--- config.mk ---
export PLATFORM = sky130hd
export DESIGN_NAME = ahb3lite_cmd_master
export DESIGN_NICKNAME = d
export VERILOG_FILES = /design/src/rtl/ahb3lite_cmd_master.sv
export SDC_FILE = /design/constraint.sdc
export NUM_CORES = 1
export LEC_CHECK = 0
export ABC_AREA = 1
export CAP_MARGIN = 20
export CORE_AREA = 2 2 109 111
export DETAILED_ROUTE_END_ITERATION = 6
export DIE_AREA = 0 0 111 113
export PLACE_DENSITY = 0.93
export SYNTH_ARGS = -nofsm -noshare
export SYNTH_HDL_FRONTEND = slang
export SYNTH_SLANG_ARGS = --single-unit
--- constraint.sdc ---
create_clock -name HCLK -period 5.3 [get_ports HCLK]
set_clock_uncertainty 0.15 [all_clocks]
set_input_delay 1.06 -clock HCLK [delete_from_list [all_inputs] [get_ports HCLK]]
set_output_delay 1.06 -clock HCLK [all_outputs]
set_load 0.005 [all_outputs]
--- src/rtl/ahb3lite_cmd_master.sv ---
// ahb3lite_cmd_master: valid/ready command port to single AHB3-lite transfers; AHB3_CMD_MASTER_TIMEOUT_EN adds a data-phase timeout
module ahb3lite_cmd_master #(
  parameter int         HADDR_SIZE = 32,
  parameter logic [3:0] HPROT_VAL  = 4'b0011,
  parameter int         TIMEOUT    = 1024
) (
  input  logic                  HCLK,
  input  logic                  HRESETn,
  input  logic                  cmd_valid,
  output logic                  cmd_ready,
  input  logic                  cmd_write,
  input  logic [2:0]            cmd_size,
  input  logic [HADDR_SIZE-1:0] cmd_addr,
  input  logic [31:0]           cmd_wdata,
  output logic                  rsp_valid,
  input  logic                  rsp_ready,
  output logic [31:0]           rsp_rdata,
  output logic                  rsp_err,
  output logic                  busy,
  output logic [HADDR_SIZE-1:0] HADDR,
  output logic                  HWRITE,
  output logic [2:0]            HSIZE,
  output logic [2:0]            HBURST,
  output logic [3:0]            HPROT,
  output logic [1:0]            HTRANS,
  output logic                  HMASTLOCK,
  output logic [31:0]           HWDATA,
  input  logic [31:0]           HRDATA,
  input  logic                  HREADY,
  input  logic                  HRESP
);
`ifdef AHB3_CMD_MASTER_TIMEOUT_EN
  typedef enum logic [2:0] {IDLE, ADDR, DATA, RESP, HUNG} state_t;
`else
  typedef enum logic [1:0] {IDLE, ADDR, DATA, RESP} state_t;
`endif
  state_t state, state_nxt;
  logic accept, legal;
  logic [31:0] wdata_rep, lane, rdata_sz;
  assign cmd_ready = state == IDLE;
  assign busy = state != IDLE;
  assign rsp_valid = state == RESP;
  assign accept = cmd_valid && cmd_ready;
  assign legal = cmd_size == 3'd0 || (cmd_size == 3'd1 && !cmd_addr[0]) || (cmd_size == 3'd2 && cmd_addr[1:0] == 2'b00);
  assign HBURST = 3'b000;
  assign HPROT = HPROT_VAL;
  assign HMASTLOCK = 1'b0;
  assign wdata_rep = cmd_size == 3'd0 ? {4{cmd_wdata[7:0]}} : cmd_size == 3'd1 ? {2{cmd_wdata[15:0]}} : cmd_wdata;
  assign lane = HRDATA >> {HADDR[1:0], 3'b000};
  assign rdata_sz = HSIZE == 3'd0 ? {24'd0, lane[7:0]} : HSIZE == 3'd1 ? {16'd0, lane[15:0]} : lane;
`ifdef AHB3_CMD_MASTER_TIMEOUT_EN
  logic [15:0] stall_cnt;
  logic hung, expired;
  assign expired = state == DATA && !HREADY && stall_cnt == 16'(TIMEOUT - 1);
  // count consecutive data-phase stalls; remember a timeout so the stalled slave is drained afterwards
  always_ff @(posedge HCLK or negedge HRESETn)
    if (!HRESETn) begin
      stall_cnt <= '0;
      hung <= 1'b0;
    end else if (accept) begin
      stall_cnt <= '0;
      hung <= 1'b0;
    end else if (state == DATA && !HREADY) begin
      stall_cnt <= stall_cnt + 16'd1;
      if (expired) hung <= 1'b1;
    end
`endif
  // state register
  always_ff @(posedge HCLK or negedge HRESETn)
    if (!HRESETn) state <= IDLE;
    else state <= state_nxt;
  // next-state: one transfer at a time, illegal commands answered without touching the bus
  always_comb begin
    state_nxt = state;
    case (state)
      IDLE: if (accept) state_nxt = legal ? ADDR : RESP;
      ADDR: if (HREADY) state_nxt = DATA;
`ifdef AHB3_CMD_MASTER_TIMEOUT_EN
      DATA: if (HREADY || expired) state_nxt = RESP;
      RESP: if (rsp_ready) state_nxt = hung ? HUNG : IDLE;
      HUNG: if (HREADY) state_nxt = IDLE;
`else
      DATA: if (HREADY) state_nxt = RESP;
      RESP: if (rsp_ready) state_nxt = IDLE;
`endif
      default: state_nxt = IDLE;
    endcase
  end
  // registered bus outputs and response capture
  always_ff @(posedge HCLK or negedge HRESETn)
    if (!HRESETn) begin
      HTRANS <= 2'b00;
      HADDR <= '0;
      HWRITE <= 1'b0;
      HSIZE <= 3'd0;
      HWDATA <= 32'd0;
      rsp_rdata <= 32'd0;
      rsp_err <= 1'b0;
    end else begin
      if (accept) begin
        HTRANS <= legal ? 2'b10 : 2'b00;
        rsp_err <= !legal;
        rsp_rdata <= 32'd0;
        if (legal) begin
          HADDR <= cmd_addr;
          HWRITE <= cmd_write;
          HSIZE <= cmd_size;
          if (cmd_write) HWDATA <= wdata_rep;
        end
      end
      if (state == ADDR && HREADY) HTRANS <= 2'b00;
      if (state == DATA && HREADY) begin
        rsp_err <= HRESP;
        rsp_rdata <= HWRITE ? 32'd0 : rdata_sz;
      end
`ifdef AHB3_CMD_MASTER_TIMEOUT_EN
      if (expired) begin
        rsp_err <= 1'b1;
        rsp_rdata <= 32'd0;
      end
`endif
    end
endmodule

# Word level (Yosys, flattened, before mapping)
# Cells that the tools add are included.
[classes]
eq_ne = 10
shifts = 1
n_mux = 18
n_reduce_logical = 19
[op_table]
columns = ["operator", "n"]
rows = [
  ["32-bit two-way mux", 7],
  ["32-bit by 5-bit right shift with 32-bit output", 1],
  ["2-bit two-way mux", 8],
  ["2-bit case mux with 4 select lines", 1],
  ["3-bit by 1-bit equality test with 1-bit output (second input constant)", 2],
  ["3-bit logical NOT", 2],
  ["2-bit nonzero test", 3],
  ["1-bit logical AND", 5],
  ["2-bit equality test (second input constant)", 2],
  ["2-bit logical NOT", 2],
  ["2-bit by 1-bit inequality test with 1-bit output (second input constant)", 2],
  ["2-bit inequality test (second input constant)", 2],
  ["4-bit AND reduction", 1],
  ["3-bit by 2-bit equality test with 1-bit output (second input constant)", 1],
  ["3-bit AND reduction", 1],
  ["2-bit by 1-bit equality test with 1-bit output (second input constant)", 1],
  ["1-bit logical NOT", 2],
  ["1-bit logical OR", 2],
  ["1-bit two-way mux", 2],
  ["2-bit AND reduction", 1],
]
[totals]
register_bits = 105
in_bits = 106
output_inout_bits = 114
word_cells = 56

# Longest topological paths before layout
[depth]
ltp_word = 7
mapped_depth = 10
mapped_depth_nobuf = 9

# Worst setup path after synthesis
# Ideal clock, no wire load.
[synth_timing]
kind = "input to register"
from = "input cmd_size[0]"
to = "register HWDATA[26]"
setup_time_ns = 0.116
t_arrival_ns = 1.891
t_required_ns = 5.034
slack_ns = 3.142
path_stages = 8
n_path_buf = 2
cell_sequence = "buf_4 -> nor2_1 -> nand3_2 -> nand2_4 -> nand2_2 -> buf_4 -> nand2_1 -> nand2_1"
[synth_between]
elab_chain_len = 5
word_cells_on_any_way = 10
classes_between = "eq/ne: 2; mux: 2; reduce/logical: 6"
[synth_rtl]
columns = ["item", "line", "rtl"]
rows = [
  ["start: declaration", "12", "input logic [2:0] cmd_size,"],
  ["3-bit by 1-bit equality test with 1-bit output", "44, 48", ""],
  ["1-bit logical AND", "44", "assign legal = cmd_size == 3'd0 || (cmd_size == 3'd1 && !cmd_addr[0]) || (cmd_size == 3'd2 && cmd_addr[1:0] == ..."],
  ["1-bit logical OR (2 in a row)", "44", ""],
  ["3-bit AND reduction (no line)", "-", ""],
  ["end signal: assignment", "108", "if (cmd_write) HWDATA <= wdata_rep;"],
  ["end: declaration", "27", "output logic [31:0] HWDATA,"],
]
# Parallel ways exist; a longest one is shown, timed or not.
# A chain may end at the register's enable or synchronous reset.

# Final worst setup path
[layout_timing]
from = "input cmd_size[0]"
to = "register HWDATA[1]"
[layout_between]
elab_chain_len = 5
word_cells_on_any_way = 9
classes_between = "eq/ne: 2; mux: 1; reduce/logical: 6"
[layout_rtl]
columns = ["item", "line"]
rows = [
  ["3-bit by 1-bit equality test with 1-bit output", "44"],
  ["1-bit logical AND", "44"],
  ["1-bit logical OR (2 in a row)", "44"],
  ["3-bit AND reduction (no line)", "-"],
]
# Parallel ways exist; a longest one is shown, timed or not.

==> flow_summary.ini <==
[timing]
slew_viol_final = 0
hold_viol_final = 0
worst_slew_margin_rel = 0.329
fmax_ghz = 0.292
worst_pin_slew_ps = 1010
setup_viol_count_final = 0
tns_ps = 0
setup_ws_ps = 1880
fin_crit_ps = 3420
timing.final.crit_share = 0.646
rsz0062_at_grt = no

[place]
numPortBuffers = 210
place_ws_ps = 1570
dp_hpwl_mm = 11.8
gp_congestion = 0.928

[critical_path]
slowest_delay_ps = 720
crit_fanout = 62
crit_top_cell = nand2_1
critPathLaunchType = input port
path_cells = clkdlybuf4s50_1 > inv_2 > o21ai_4 > nand2_4 > nand2_2 > nand2_1 > nand2_1
crit_path_top_delay_cell = clkdlybuf4s50_1
required_ps = 5430
cp.arrival_ps = 3550
end_kind = flop
path_class = input port to flop

[power_and_ir_drop]
leakage_nw = 3.78
ir_drop_v = 0.000248
power_density_nw_per_um2 = 475

[cts]
cts_buffers = 9
cts_setup_buffers = 0
clk_pin_slew_ps = 70
hold_buffers = 0
cts_tree = done
root_buffer = clkbuf_16
htree_levels = 3
clockBufferDepth = 2
cts_resized = 0
worstSkewPairLatency_ps = 340
cts.sinks = 104

[cells_and_area]
nets = 968
synthToLayoutAreaGrowth_pct = 45.8
diodes = 0
num-fill-cells = 911
drive_gt1_frac = 0.0592

[synthesis]
yosysMostFrequentCell = nand2_1
yosysSeqAreaShare = 0.505
synth_top_flop_cell = dfrtp_1
synthCells = 668
netlist_area_um2 = 5160
synth.distinct_cells = 27
avgSynthCellArea_um2 = 7.72
yosys.area.top_type = dfrtp_1
ys_warn_count = 0
async_flop_share = 1.00
synth_area_leaders = dfrtp_1 50%, nand2_1 23%, nand3_1 11%
synth_seq_cells = 104
synth_top_area_share = 0.505
synth_edf_count = 0
synth_common_cells = 313 x nand2_1, 110 x nand3_1, 104 x dfrtp_1

[global_routing]
grt_usage = 0.261
grt_pass1_wl_mm = 26.2
grt_pass1_vias = 5187
antenna_found_initial = 0
grt_overflow = 0
grt_max_degree = 65

[floorplanning]
dieWidth_um = 111
initial_core_util = 0.458
core-area_um2 = 11300
die_h_um = 113
die_area_um2 = 12500
row_count = 39
io_pins = 220

[job]
maxCapViolCount = 0

[worst_hold_path]
min_path_type = flop to flop

[routing]
final_antenna_net_count = 0
wl_mm = 16.2
drtPass1Iterations = 5
drc = 0
drtIter0Drc = 583
avgRoutedWirePerCell_um = 16.1
vias_per_cell = 5.25
via_count = 5281

[status]
outcome = completed
==> report_power, final <==
part           leakage, nW  internal, mW  switching [mW]  total [mW]
sequential            1.36          1.12           0.206        1.33
clock                0.138         0.326           0.314       0.641
combinational         2.28         0.863           0.746        1.61
==> per-layer routing <==
layer	global-route usage	part of all wire
met5	0	0
met1	0.338	0.39
met3	0.0471	0.088
met4	0.108	0.031
met2	0.436	0.49
==> final cells by class <==
type                       count  area [um^2]  share of cell area
clock buffer                  10          229              0.0304
tap                          143          179              0.0238
multi-input combinational    498         2220               0.295
clock inverter                 6         48.8             0.00649
timing repair buffer         215         2140               0.284
inverter                      29          109              0.0145
sequential                   104         2600               0.346
==> cell usage in the layout (no fill, tap or decap) <==
| cell type | Yosys | layout |
|---|---|---|
| o22ai_1 | 1 | 1 |
| a21oi_1 | 3 | 3 |
| nand2_4 | 3 | 3 |
| clkinv_2 | 0 | 1 |
| ha_1 | 5 | 5 |
| a21boi_1 | 1 | 1 |
| conb_1 | 2 | 9 |
| nand2_1 | 313 | 313 |
| nor2_1 | 7 | 7 |
| o21ai_0 | 19 | 19 |
| clkbuf_16 | 0 | 9 |
| nor2_4 | 2 | 2 |
| inv_6 | 0 | 4 |
| clkbuf_1 | 6 | 1 |
| o21bai_1 | 1 | 1 |
| o21ai_1 | 3 | 3 |
| clkdlybuf4s50_1 | 0 | 209 |
| nand3_2 | 1 | 1 |
| a21oi_2 | 1 | 1 |
| inv_2 | 4 | 4 |
| nand3_1 | 110 | 110 |
| buf_4 | 15 | 6 |
| dfrtp_1 | 104 | 104 |
| o21ai_4 | 1 | 1 |
| clkinv_4 | 0 | 1 |
| inv_1 | 25 | 25 |
| o21ai_2 | 7 | 7 |
| nand2_2 | 3 | 3 |
| or2_2 | 8 | 8 |
==> registers in the layout, indices dropped and copies added, names as in the netlist <==
name / flops
HADDR: 32
rsp_rdata: 32
HSIZE: 3
HWRITE: 1
HWDATA: 32
HTRANS: 1
rsp_err: 1
state: 2
==> cell families after synthesis <==
kind of cell | synth area share
buffers and inverters | 0.0708
AND/OR/NAND/NOR | 0.366
AO/OA/AOI/OAI | 0.0451
adder cells (fa/ha/maj) | 0.0121
flip-flops | 0.505
other | 0.00146
==> final timing paths <==
path,to,from,cells after the start,slack (ps)
worst max-delay path,HWDATA[1],cmd_size[0],7,1880
worst min-delay path,HADDR[25],HADDR[25],2,320
worst max register to register,HWDATA[1],state[0],10,2450
worst min register to register,HADDR[25],HADDR[25],2,320
max in group asynchronous,rsp_rdata[5],HRESETn,2,3260
min in group asynchronous,rsp_rdata[7],HRESETn,1,650
==> through the flow <==
step	hold slack, ps	instance area [um^2]	std cells	total power [mW]	utilization
final	321	7520	1005	3.58	0.667
after detailed placement	309	7240	989	2.94	0.643
after global routing	353	7520	1005	3.83	0.667
after CTS	326	7520	1005	3.59	0.667
after floorplan	315	5180	675	1.98	-
after global placement	303	7240	989	2.89	0.643
==> critical path, delay by kind of cell <==
kind	cells	cell delay, ps
AND/OR/NAND/NOR	4	1270
buffers and inverters	2	930
AO/OA/AOI/OAI	1	250
(Power assumes the default switching activity.)
